==> src/rtl/hazard_stall_controller.sv <==
// Load-use stall, taken-branch flush and multi-cycle mul/div freeze control for the 5-stage core.
// Optional HAZARD_PERF_CNT_EN adds Stall_Count / Flush_Count performance counters.
module hazard_stall_controller #(
   parameter int MD_LATENCY = 4
) (
   input  logic       clk,
   input  logic       rst_n,
   input  logic [4:0] IF_ID_Rs1,
   input  logic [4:0] IF_ID_Rs2,
   input  logic       IF_ID_UsesRs2,
   input  logic       ID_EX_MemRead,
   input  logic [4:0] ID_EX_RegisterRd,
   input  logic       ID_EX_MulDiv,
   input  logic       EX_Branch_Taken,
   output logic       PC_Write,
   output logic       IF_ID_Write,
   output logic       ID_EX_Write,
   output logic       ID_EX_Bubble,
   output logic       EX_MEM_Bubble,
   output logic       IF_ID_Flush,
   output logic       ID_EX_Flush,
   output logic       MD_Done
`ifdef HAZARD_PERF_CNT_EN
   ,
   output logic [31:0] Stall_Count,
   output logic [31:0] Flush_Count
`endif
);

   localparam int CNT_W = $clog2(MD_LATENCY) + 1;

   typedef enum logic {RUN = 1'b0, BUSY = 1'b1} stateType;

   stateType         stateReg, stateNext;
   logic [CNT_W-1:0] cntReg, cntNext;
   logic             loadUse;

   assign loadUse = ID_EX_MemRead && (ID_EX_RegisterRd != 5'd0) &&
                    ((ID_EX_RegisterRd == IF_ID_Rs1) ||
                     (IF_ID_UsesRs2 && (ID_EX_RegisterRd == IF_ID_Rs2)));

   always_ff @(posedge clk or negedge rst_n) begin
      if (!rst_n) begin
         stateReg <= RUN;
         cntReg   <= '0;
      end else begin
         stateReg <= stateNext;
         cntReg   <= cntNext;
      end
   end

   // cnt holds the remaining BUSY cycles; the start cycle in RUN is already the first freeze
   always_comb begin
      stateNext = stateReg;
      cntNext   = cntReg;
      case (stateReg)
         RUN: begin
            if (ID_EX_MulDiv && (MD_LATENCY > 1)) begin
               stateNext = BUSY;
               cntNext   = CNT_W'(MD_LATENCY - 1);
            end
         end
         BUSY: begin
            if (cntReg == CNT_W'(1)) begin
               stateNext = RUN;
               cntNext   = '0;
            end else begin
               cntNext = cntReg - CNT_W'(1);
            end
         end
         default: begin
            stateNext = RUN;
            cntNext   = '0;
         end
      endcase
   end

   always_comb begin
      PC_Write      = 1'b1;
      IF_ID_Write   = 1'b1;
      ID_EX_Write   = 1'b1;
      ID_EX_Bubble  = 1'b0;
      EX_MEM_Bubble = 1'b0;
      IF_ID_Flush   = 1'b0;
      ID_EX_Flush   = 1'b0;
      MD_Done       = 1'b0;
      case (stateReg)
         RUN: begin
            // Priority: mul/div freeze, then branch flush, then load-use stall
            if (ID_EX_MulDiv && (MD_LATENCY > 1)) begin
               PC_Write      = 1'b0;
               IF_ID_Write   = 1'b0;
               ID_EX_Write   = 1'b0;
               EX_MEM_Bubble = 1'b1;
            end else begin
               if (EX_Branch_Taken) begin
                  IF_ID_Flush = 1'b1;
                  ID_EX_Flush = 1'b1;
               end else if (loadUse) begin
                  PC_Write     = 1'b0;
                  IF_ID_Write  = 1'b0;
                  ID_EX_Bubble = 1'b1;
               end
               if (ID_EX_MulDiv) begin
                  MD_Done = 1'b1;
               end
            end
         end
         BUSY: begin
            if (cntReg > CNT_W'(1)) begin
               PC_Write      = 1'b0;
               IF_ID_Write   = 1'b0;
               ID_EX_Write   = 1'b0;
               EX_MEM_Bubble = 1'b1;
            end else begin
               MD_Done = 1'b1;
            end
         end
         default: begin
            PC_Write = 1'b1;
         end
      endcase
   end

`ifdef HAZARD_PERF_CNT_EN
   logic [31:0] stallCountReg, flushCountReg;

   always_ff @(posedge clk or negedge rst_n) begin
      if (!rst_n) begin
         stallCountReg <= '0;
         flushCountReg <= '0;
      end else begin
         stallCountReg <= stallCountReg + {31'd0, ~PC_Write};
         flushCountReg <= flushCountReg + {31'd0, IF_ID_Flush};
      end
   end

   assign Stall_Count = stallCountReg;
   assign Flush_Count = flushCountReg;
`endif

endmodule
==> config.mk <==
export PLATFORM = sky130hd
export DESIGN_NAME = hazard_stall_controller
export DESIGN_NICKNAME = d
export VERILOG_FILES = /design/src/rtl/hazard_stall_controller.sv
export SDC_FILE = /design/constraint.sdc
export NUM_CORES = 1
export LEC_CHECK = 0
export ABC_AREA = 1
export CORE_MARGIN = 2
export CORE_UTILIZATION = 36
export DETAILED_ROUTE_END_ITERATION = 10
export GPL_TIMING_DRIVEN = 0
export PLACE_DENSITY_LB_ADDON = 0.2
export SETUP_SLACK_MARGIN = 0.4
export SLEW_MARGIN = 20
export SYNTH_ARGS = -nofsm -noshare
export SYNTH_HDL_FRONTEND = slang
export SYNTH_SLANG_ARGS = --single-unit
==> constraint.sdc <==
create_clock -name clk -period 1.6 [get_ports clk]
set_input_delay 0.32 -clock clk [delete_from_list [all_inputs] [get_ports clk]]
set_output_delay 0.32 -clock clk [all_outputs]
set_load 0.005 [all_outputs]
==> run metrics <==
Hold Path Class in -> async; Synth Area per Inst 5.580 sq um; dpl cell area 807.0 sq um; Final nets around 150; Clock Sinks 4; r2r setup slk 0.37 ns; vias in the first global route 492; total vias in the final route slightly above 600; Area Overhead vs Synth 79.38%; Synth area leader nand2_1; Pins Over Slew Limit 0; pwr dens ~1300 nW/um^2; crit path time final between 1.5 and 2 ns; failing checks negative setup slack; main combinational cell family by area after synthesis simple AND/OR/NAND/NOR gates; Total GRT Usage 0.1663; Die Height between 40 and 50 microns; # IOs 29; post-synth top area share 0.2474; crit end category output port; worst slew pin tran 0.2348 ns; Cells after Synth 87; Post-synth EDFFs 0; Cell Count, Final, Fillers Out 142; Skew-Pair Late Insertion Delay between 0.2 and 0.25 ns; Clk pin slew, worst setup/hold paths 0.04 ns; Pre-antenna DRT Iters 3; ratio of cells with drive above 1 in the final layout 0.4646; PortBufs 28; CTS tree yes; final hold vios 0; Post-Syn Area slightly below 500 sq um; global-route wire length before repair around 1800 microns; TNS Setup -0.4076 ns; pre-CTS setup slack -0.7161 ns; Post-Route WL around 1200 microns; worst-path maximum fanout 3; compound-gate portion of the synthesized area 0.07990; Core Area roughly 1300 sq um; Unique masters post-synth 17; dominant synthesized flop cell dfrtp_1; Synth Area in Simple Gates 0.4098; worst vdd ir between 0.9 and 1 mV; Die Area ~1700 sq um; Synth async-reset ratio 1.000; Die W just over 40 microns; register area between 100 and 150 sq um; Leakage Power 0.5226 nW; Yosys Warn Count 0; most common cell in the netlist nand2_1; clk root buf clkbuf_4; initial antenna violation count 0; largest net degree at the start of global routing 6; adder-cell share of the synthesized area 0.05155; #FFs+latches synth 4; ranking of synthesized cells by area nand2_1 (25%), dfrtp_1 (21%), inv_1 (13%); status finished, violations left; Synth Area in XOR/XNOR 0.03608; Filler cells approximately 130; antenna viol nets, final 0; placed insts 130; Buf+Inv Stages, Crit Path 4; synth cell count leaders nand2_1 (32), inv_1 (17), nor2_1 (9); First DRT Iteration DRCs 5; GR Overflow Total 0; clk_skew around 0.00016 ns; setup ws final -0.1369 ns; Residual DRC 0; Crit path arrival time roughly 1.4 ns; crit path kind reg -> out; CP cell instances ha_4 -> nand2_2 -> inv_2 -> a31oi_4 -> nor2_4 -> inv_2 -> nand2_2 -> buf_6 -> buf_6; slowest CP cell dfrtp_1; WL/cell ~8.8 microns; hold_buf cts 0; vias per cell between 4 and 5; crit-path max cell delay roughly 0.40 ns; Multi-input gate area 319.1 sq um; register area share after synthesis 0.2062; mux contribution to synthesized area 0; total CTS buffers 3; num rows 13; # diodes 0; Max Freq around 580 MHz; final non-filler cell area slightly below 900 sq um; worst path required time around 1.3 ns; Max-Cap Viols 0; post-synth net total 110; CTS max path bufs 2; cell family with most CP delay flip-flops; fin crit share 1.086; HPWL after DPL a little under 1000 microns; slew margin rel. 0.8430; RePlAce Congestion 0.7490; H-Tree Level Count 1; CP Launch Type flop; number of setup violations in the final report 6; PnR Total Power around 1.2 mW; Initial Util 0.3778; RSZ-0062 raised after global routing true
==> kinds of logic (layout without fill, tap and decap cells) <==
family | count (synthesis) | after routing
flip-flops | 4 | 4
buffers and inverters | 26 | 66
AO/OA/AOI/OAI | 5 | 5
adder cells (fa/ha/maj) | 2 | 2
XOR/XNOR | 2 | 2
AND/OR/NAND/NOR | 48 | 48
==> final cells by class <==
type / instances / share of cell area
Timing Repair Buffer: 37 / 0.3463
Inverter: 24 / 0.1034
Clock buffer: 3 / 0.02586
Buffer: 2 / 0.02155
Sequential cell: 4 / 0.1149
Tap cell: 15 / 0.02155
Multi-Input combinational cell: 57 / 0.3664
==> worst paths after layout <==
kind                            cells after the start               endpoint             startpoint
worst max-delay path                                9               PC_Write  cntReg[0]$_DFFE_PN0P_
worst min-delay path                                1     stateReg$_DFF_PN0_                  rst_n
worst max register to register                      5  cntReg[2]$_DFFE_PN0P_  cntReg[0]$_DFFE_PN0P_
worst min register to register                      2  cntReg[2]$_DFFE_PN0P_  cntReg[2]$_DFFE_PN0P_
max in group asynchronous                           1  cntReg[2]$_DFFE_PN0P_                  rst_n
min in group clk                                    2  cntReg[2]$_DFFE_PN0P_  cntReg[2]$_DFFE_PN0P_
==> power by group <==
part	total (mW)	internal, mW	switching [mW]	leakage (nW)
logic	0.842	0.469	0.372	0.463
registers	0.189	0.150	0.0385	0.0458
clock network	0.122	0.0837	0.0384	0.0138
==> registers in the layout, summed over array words and instances (netlist names) <==
name / cells
cntReg: 3
stateReg: 1
==> metrics by stage <==
| step | util | hold WS, ns |
|---|---|---|
| 6_report | 0.6777 | 0.2853 |
| 5_1_grt | 0.6777 | 0.2913 |
| 4_1_cts | 0.6621 | 0.2837 |
| 3_5_place_dp | 0.6280 | 0.5312 |
| 3_3_place_gp | 0.6280 | 0.5260 |
| 2_1_floorplan | - | 0.02441 |
==> worst reg2reg max path, delay by kind of cell, from the launching register on <==
kind | cells | cell delay, ns
flops | 1 | 0.38
compound gates | 1 | 0.23
fa+ha+maj | 1 | 0.20
buf+inv | 2 | 0.19
xor+xnor | 1 | 0.12
==> routing by layer <==
metal	global-route usage	wire length, microns	vias up	share of wire
li1	-	-	334	-
met3	0.01087	85	2	0.068
met2	0.3056	635	17	0.51
met5	0	0	-	0
met4	0.09167	15	0	0.012
met1	0.1875	512	255	0.41
==> cells in the final DEF, fill, tap and decap left out <==
cell	instances
o21ai_0	1
buf_6	14
clkbuf_4	3
ha_1	1
inv_1	10
xnor2_1	2
inv_2	14
a31oi_4	1
dfrtp_1	4
nand2_1	30
nand3_1	3
nand4_1	1
buf_4	7
ha_4	1
nor2_1	8
a21oi_1	1
o32ai_1	1
a22oi_1	1
buf_2	13
nor2_2	1
dlygate4sd2_1	4
clkdlybuf4s50_1	1
nand2_2	2
nor2_4	3
==> repair_timing <==
item,in CTS,in global routing
gates resized for setup,112,5
pin swaps,33,5
setup buffers,9,0
setup endpoints to repair,9,9
Power figures use the tool's default switching activity.
